$ cat config.mk
export PLATFORM = sky130hd
export DESIGN_NAME = alu_issue_ctrl
export DESIGN_NICKNAME = d
export VERILOG_FILES = /design/src/rtl/alu_issue_ctrl.sv
export SDC_FILE = /design/constraint.sdc
export NUM_CORES = 1
export LEC_CHECK = 0
export ABC_AREA = 1
export CAP_MARGIN = 25
export CORE_ASPECT_RATIO = 1.75
export CORE_MARGIN = 2
export CORE_UTILIZATION = 44
export CTS_CLUSTER_DIAMETER = 50
export DETAILED_ROUTE_END_ITERATION = 16
export GPL_TIMING_DRIVEN = 0
export PLACE_DENSITY = 0.94
export SYNTH_ARGS = -nofsm -noshare
export SYNTH_HDL_FRONTEND = slang
export SYNTH_SLANG_ARGS = --single-unit
$ cat constraint.sdc
create_clock -name clk -period 3.7 [get_ports clk]
set_clock_uncertainty 0.05 [all_clocks]
set_input_delay 0.555 -clock clk [delete_from_list [all_inputs] [get_ports clk]]
set_output_delay 0.555 -clock clk [all_outputs]
set_load 0.02 [all_outputs]
$ cat src/rtl/alu_issue_ctrl.sv
// Issues one decoded MIPS ALU instruction at a time and returns the captured F/flags.
// Latency SETTLE+1 cycles from accept to out_valid (1 for illegal); result held until out_ready.
module alu_issue_ctrl #(
    parameter int SIZE   = 32,
    parameter int SETTLE = 1
) (
    input  logic            clk,
    input  logic            rst_n,
    input  logic            in_valid,
    output logic            in_ready,
    input  logic [5:0]      opcode,
    input  logic [5:0]      funct,
    input  logic [4:0]      shamt,
    input  logic [SIZE-1:0] rs_val,
    input  logic [SIZE-1:0] rt_val,
    input  logic [15:0]     imm,
    output logic [3:0]      alu_op,
    output logic [SIZE-1:0] alu_a,
    output logic [SIZE-1:0] alu_b,
    input  logic [SIZE-1:0] alu_f,
    input  logic            alu_zf,
    input  logic            alu_cf,
    input  logic            alu_of,
    input  logic            alu_sf,
    input  logic            alu_pf,
    output logic            out_valid,
    input  logic            out_ready,
    output logic [SIZE-1:0] result,
    output logic [4:0]      flags,
    output logic            ovf_trap,
    output logic            illegal,
    output logic            busy
);

    typedef enum logic [1:0] {
        IDLE = 2'd0,
        EXEC = 2'd1,
        DONE = 2'd2
    } state_t;

    localparam logic [3:0] SETTLE_M1 = 4'(SETTLE - 1);

    state_t          state_q, state_d;
    logic [3:0]      cnt_q, cnt_d;
    logic            in_ready_q, in_ready_d;
    logic [3:0]      alu_op_q, alu_op_d;
    logic [SIZE-1:0] alu_a_q, alu_a_d;
    logic [SIZE-1:0] alu_b_q, alu_b_d;
    logic [SIZE-1:0] result_q, result_d;
    logic [4:0]      flags_q, flags_d;
    logic            ovf_trap_q, ovf_trap_d;
    logic            illegal_q, illegal_d;
    logic            trap_q, trap_d;

    logic            dec_legal;
    logic            dec_trap;
    logic [3:0]      dec_op;
    logic [SIZE-1:0] dec_a;
    logic [SIZE-1:0] dec_b;
    logic [SIZE-1:0] imm_sext;
    logic [SIZE-1:0] imm_zext;
    logic [SIZE-1:0] shamt_zext;

    assign imm_sext   = {{(SIZE-16){imm[15]}}, imm};
    assign imm_zext   = {{(SIZE-16){1'b0}}, imm};
    assign shamt_zext = {{(SIZE-5){1'b0}}, shamt};

    // Only ADD, SUB and ADDI raise a trap on signed overflow.
    always_comb begin
        dec_legal = 1'b1;
        dec_trap  = 1'b0;
        dec_op    = 4'd0;
        dec_a     = rs_val;
        dec_b     = rt_val;
        case (opcode)
            6'h00: begin
                case (funct)
                    6'h24: dec_op = 4'd0;
                    6'h25: dec_op = 4'd1;
                    6'h26: dec_op = 4'd2;
                    6'h27: dec_op = 4'd3;
                    6'h20: begin dec_op = 4'd4; dec_trap = 1'b1; end
                    6'h21: dec_op = 4'd4;
                    6'h22: begin dec_op = 4'd5; dec_trap = 1'b1; end
                    6'h23: dec_op = 4'd5;
                    6'h2A: dec_op = 4'd6;
                    6'h2B: dec_op = 4'd6;
                    6'h00: begin dec_op = 4'd7; dec_a = shamt_zext; end
                    default: dec_legal = 1'b0;
                endcase
            end
            6'h08: begin dec_op = 4'd4; dec_b = imm_sext; dec_trap = 1'b1; end
            6'h09: begin dec_op = 4'd4; dec_b = imm_sext; end
            6'h0A: begin dec_op = 4'd6; dec_b = imm_sext; end
            6'h0B: begin dec_op = 4'd6; dec_b = imm_sext; end
            6'h0C: begin dec_op = 4'd0; dec_b = imm_zext; end
            6'h0D: begin dec_op = 4'd1; dec_b = imm_zext; end
            6'h0E: begin dec_op = 4'd2; dec_b = imm_zext; end
            6'h0F: begin dec_op = 4'd7; dec_a = SIZE'(16); dec_b = imm_zext; end
            default: dec_legal = 1'b0;
        endcase
    end

    always_comb begin
        state_d    = state_q;
        cnt_d      = cnt_q;
        in_ready_d = 1'b0;
        alu_op_d   = alu_op_q;
        alu_a_d    = alu_a_q;
        alu_b_d    = alu_b_q;
        result_d   = result_q;
        flags_d    = flags_q;
        ovf_trap_d = ovf_trap_q;
        illegal_d  = illegal_q;
        trap_d     = trap_q;
        case (state_q)
            IDLE: begin
                in_ready_d = 1'b1;
                if (in_valid && in_ready_q) begin
                    in_ready_d = 1'b0;
                    if (dec_legal) begin
                        alu_op_d = dec_op;
                        alu_a_d  = dec_a;
                        alu_b_d  = dec_b;
                        trap_d   = dec_trap;
                        cnt_d    = SETTLE_M1;
                        state_d  = EXEC;
                    end else begin
                        alu_op_d   = 4'd0;
                        alu_a_d    = '0;
                        alu_b_d    = '0;
                        result_d   = '0;
                        flags_d    = 5'd0;
                        ovf_trap_d = 1'b0;
                        illegal_d  = 1'b1;
                        trap_d     = 1'b0;
                        state_d    = DONE;
                    end
                end
            end
            EXEC: begin
                if (cnt_q != 4'd0) begin
                    cnt_d = cnt_q - 4'd1;
                end else begin
                    result_d   = alu_f;
                    flags_d    = {alu_zf, alu_cf, alu_of, alu_sf, alu_pf};
                    ovf_trap_d = alu_of & trap_q;
                    illegal_d  = 1'b0;
                    state_d    = DONE;
                end
            end
            DONE: begin
                if (out_ready) begin
                    state_d = IDLE;
                end
            end
            default: state_d = IDLE;
        endcase
    end

    // in_ready is registered so it stays low through reset and rises one cycle after re-entering IDLE.
    always_ff @(posedge clk or negedge rst_n) begin
        if (!rst_n) begin
            state_q    <= IDLE;
            cnt_q      <= 4'd0;
            in_ready_q <= 1'b0;
            alu_op_q   <= 4'd0;
            alu_a_q    <= '0;
            alu_b_q    <= '0;
            result_q   <= '0;
            flags_q    <= 5'd0;
            ovf_trap_q <= 1'b0;
            illegal_q  <= 1'b0;
            trap_q     <= 1'b0;
        end else begin
            state_q    <= state_d;
            cnt_q      <= cnt_d;
            in_ready_q <= in_ready_d;
            alu_op_q   <= alu_op_d;
            alu_a_q    <= alu_a_d;
            alu_b_q    <= alu_b_d;
            result_q   <= result_d;
            flags_q    <= flags_d;
            ovf_trap_q <= ovf_trap_d;
            illegal_q  <= illegal_d;
            trap_q     <= trap_d;
        end
    end

    assign in_ready  = in_ready_q;
    assign alu_op    = alu_op_q;
    assign alu_a     = alu_a_q;
    assign alu_b     = alu_b_q;
    assign result    = result_q;
    assign flags     = flags_q;
    assign ovf_trap  = ovf_trap_q;
    assign illegal   = illegal_q;
    assign out_valid = (state_q == DONE);
    assign busy      = (state_q != IDLE);

endmodule

==> run summary <==
Rows -> 52
Resized Gates After CTS -> 0
LEAKAGE -> 4.08 nW
WP buf/inv -> 2
CTS tree -> built
Vias in the first global route -> 5,455
Hold Buf Count CTS -> 0
DRC viols -> 0
Endpoint class of the critical path -> output pin
Cells after synthesis -> 625
Logic pwr share -> 0.334
Syn Nets -> 765
Pin count of the biggest net entering global routing -> 77
Met1 Wirelength -> 5820 microns
Pins Over Slew Limit -> 0
TritonCTS Sinks -> 114
Mapped cell area -> 5100 sq um
Int Power -> 0.00334 W
Detail Route Antenna Nets -> 0
Nets -> 1,031
F_max -> 438 MHz
WS Path Type -> reg -> out
DPL Wire Length -> 12,400 microns
Hold Fails Final Rpt -> 0
Reg2Reg Depth -> 8
H-tree depth -> 4
CP peak stage delay -> 0.57 ns
Final wirelength -> 16,200 microns
TritonRoute pass-1 iters -> 9
Setup TNS -> 0 ns
Synth area leader -> dfrtp_1
Max clock buf depth -> 2
Final worst slack -> 1.42 ns
Port bufs -> 246
CP Depth -> 3
Hold WC Path Type -> in -> async
Synth top area share -> 0.559
Least-Margin Pin Slew -> 0.557 ns
Share of post-route cells with drive strength above 1 -> 0.0830
Power Density -> 591 nW/um^2
First-pass GRT wire length -> 26,500 microns
Max IR drop VDD -> 0.442 mV
Crit path arrival time -> 1.68 ns
Worst path cell trace -> nor2_1 -> inv_1 -> clkdlybuf4s50_1
Root Buffer -> clkbuf_16
P&R area growth vs syn -> 64.0%
Iteration-0 DRC count of the detailed router -> 210
Largest fanout on the critical path -> 3
GRT Overall Usage -> 0.268
Vias per inst -> 4.99
Highest routed layer -> met4
Clock power frac -> 0.333
Die Y -> 146 microns
Sequential share of the synthesized area -> 0.559
Setup violators final -> 0
Min cycle time layout -> 2.28 ns
Post-place setup slack -> 1.19 ns
Routed wire per std cell -> 15.6 microns
Vias -> 5,183
Initial Utilization -> 0.446
Maxcap violations -> 0
Critical R2R Launch -> cnt_q[1]$_DFFE_PN0P_
RSZ-0062 raised after global routing -> false
Sequential power share -> 0.333
Flop and latch count out of synthesis -> 114
CP required -> 3.09 ns
Synth warn -> 0
Met3 WL -> 813 microns
Clock Pin Slew Worst Setup and Hold Paths -> 0.05 ns
Die X -> 85.4 microns
Initial antenna violation count -> 0
Post-Syn Area per Cell -> 8.16 sq um
Clock latency on the worst-skew pair -> 0.39 ns
Ranking of synthesized cells by area -> dfrtp_1 56%, nand2_1 24%, o21ai_0 4.8%
Boundary Pins -> 248
Antenna diodes -> 0
Setup crit start -> state_q[1]$_DFFE_PN0P_
Sw Pwr -> 0.00161 W
Die ar. -> 12,500 sq um
Slowest cell on crit path -> clkdlybuf4s50_1
Core area -> 11,500 sq um
Outcome -> finished clean
Pwr Total -> 0.00495 W
Yosys cell types -> 29
Switching part of the total -> 0.326
Max-slew headroom -> 0.629
Metal2 WL -> 8740 microns
Final core occ -> 0.731
Total gr overflow -> 0
GP Congestion -> 0.905
Kind of cell adding the most delay to the critical path -> buffers and inverters
Element type at the critical path start -> flop
Setup Fix Bufs, Post-CTS -> 0
Cts bufs inserted -> 17
Period utilization -> 0.617
## power groups by stage
stage	Sequential, W	Combinational, W	Clock (W)
after floorplan	0.00195	0.000490	0
after global placement	0.00165	0.00163	0
after detailed placement	0.00166	0.00166	0
after CTS	0.00165	0.00167	0.00167
after global routing	0.00167	0.00178	0.00173
final	0.00165	0.00165	0.00165
## per-stage QoR
step | instance area [sq um] | hold slack (ns) | cells
2_1_floorplan | 5100 | 0.209 | 625
3_3_place_gp | 7730 | 0.402 | 1006
3_5_place_dp | 7760 | 0.408 | 1007
4_1_cts | 8370 | 0.0148 | 1039
5_1_grt | 8370 | 0.0277 | 1039
6_report | 8370 | 0.0194 | 1039
## cell usage after synthesis (all sizes together)
cell and number:
nand2 332, inv 24, conb 1, xor2 1, a31oi 1, mux2i 1, dfrtp 114, nand3 13
o21ai 73, clkbuf 11, nor3 4, buf 19, a21boi 4, xnor2 1, nor2 24, ha 2
## registers in the layout (all words and copies together), names as in the netlist, 2 cells and up
name     cells
flags        5
cnt_q        4
alu_a       32
result      32
state_q      2
alu_op       3
alu_b       32
## worst register-to-register path, stage by stage, from the launching register on
cell      delay (ns)
dfrtp_1         0.37
inv_1           0.12
ha_1            0.16
nand2_1         0.06
nor2_1          0.15
buf_4           0.19
clkbuf_1        0.39
nand2_1         0.12
nand2_1         0.09
## per-layer routing
layer / track usage / vias up
met1: 0.288 / 2425
met3: 0.0554 / 63
li1: - / 2488
met2: 0.475 / 207
met5: 0 / -
met4: 0.156 / 0
## worst paths after layout
kind / slack [ns] / endpoint
worst min register to register: 0.42 / illegal$_DFFE_PN0P_
min in group clk: 0.42 / illegal$_DFFE_PN0P_
worst max register to register: 1.92 / flags[4]$_DFFE_PN0P_
worst min-delay path: 0.02 / alu_a[18]$_DFFE_PN0P_
max in group asynchronous: 2.86 / in_ready$_DFF_PN0_
worst max-delay path: 1.42 / busy
## placed cells by master, fill, tap and decap left out, types with 2 or more instances in the layout
cell | synthesis | routed
a21boi_0 | 4 | 4
buf_2 | 6 | 6
buf_4 | 7 | 7
buf_6 | 5 | 6
bufinv_16 | 0 | 3
clkbuf_1 | 11 | 12
clkbuf_16 | 0 | 17
clkdlybuf4s50_1 | 0 | 245
clkinv_2 | 0 | 4
clkinv_4 | 0 | 3
clkinvlp_4 | 0 | 2
dfrtp_1 | 114 | 114
ha_1 | 2 | 2
inv_1 | 18 | 18
inv_2 | 5 | 5
nand2_1 | 324 | 324
nand2_2 | 6 | 6
nand3_1 | 12 | 12
nor2_1 | 17 | 17
nor2_2 | 2 | 2
nor2_4 | 5 | 5
nor3_1 | 4 | 4
o21ai_0 | 49 | 49
o21ai_1 | 22 | 22
o21ai_2 | 2 | 2
## logic make-up after synthesis
group,Yosys count,synth area share
xor+xnor,2,0.00343
fa+ha+maj,2,0.00490
flops,114,0.559
other cells,1,0.000735
mux,1,0.00196
compound gates,78,0.0802
simple gates,373,0.295
buf+inv,54,0.0542
## cell type report
type | count | area [sq um]
Buffer | 30 | 184
Clock buffer | 19 | 443
Clock inverter | 13 | 160
Fill cell | 844 | 3090
Inverter | 24 | 92.6
Multi-Input combinational cell | 457 | 1970
Sequential cell | 114 | 2850
Tap cell | 135 | 169
Timing Repair Buffer | 247 | 2490
(Power assumes the default switching activity.)
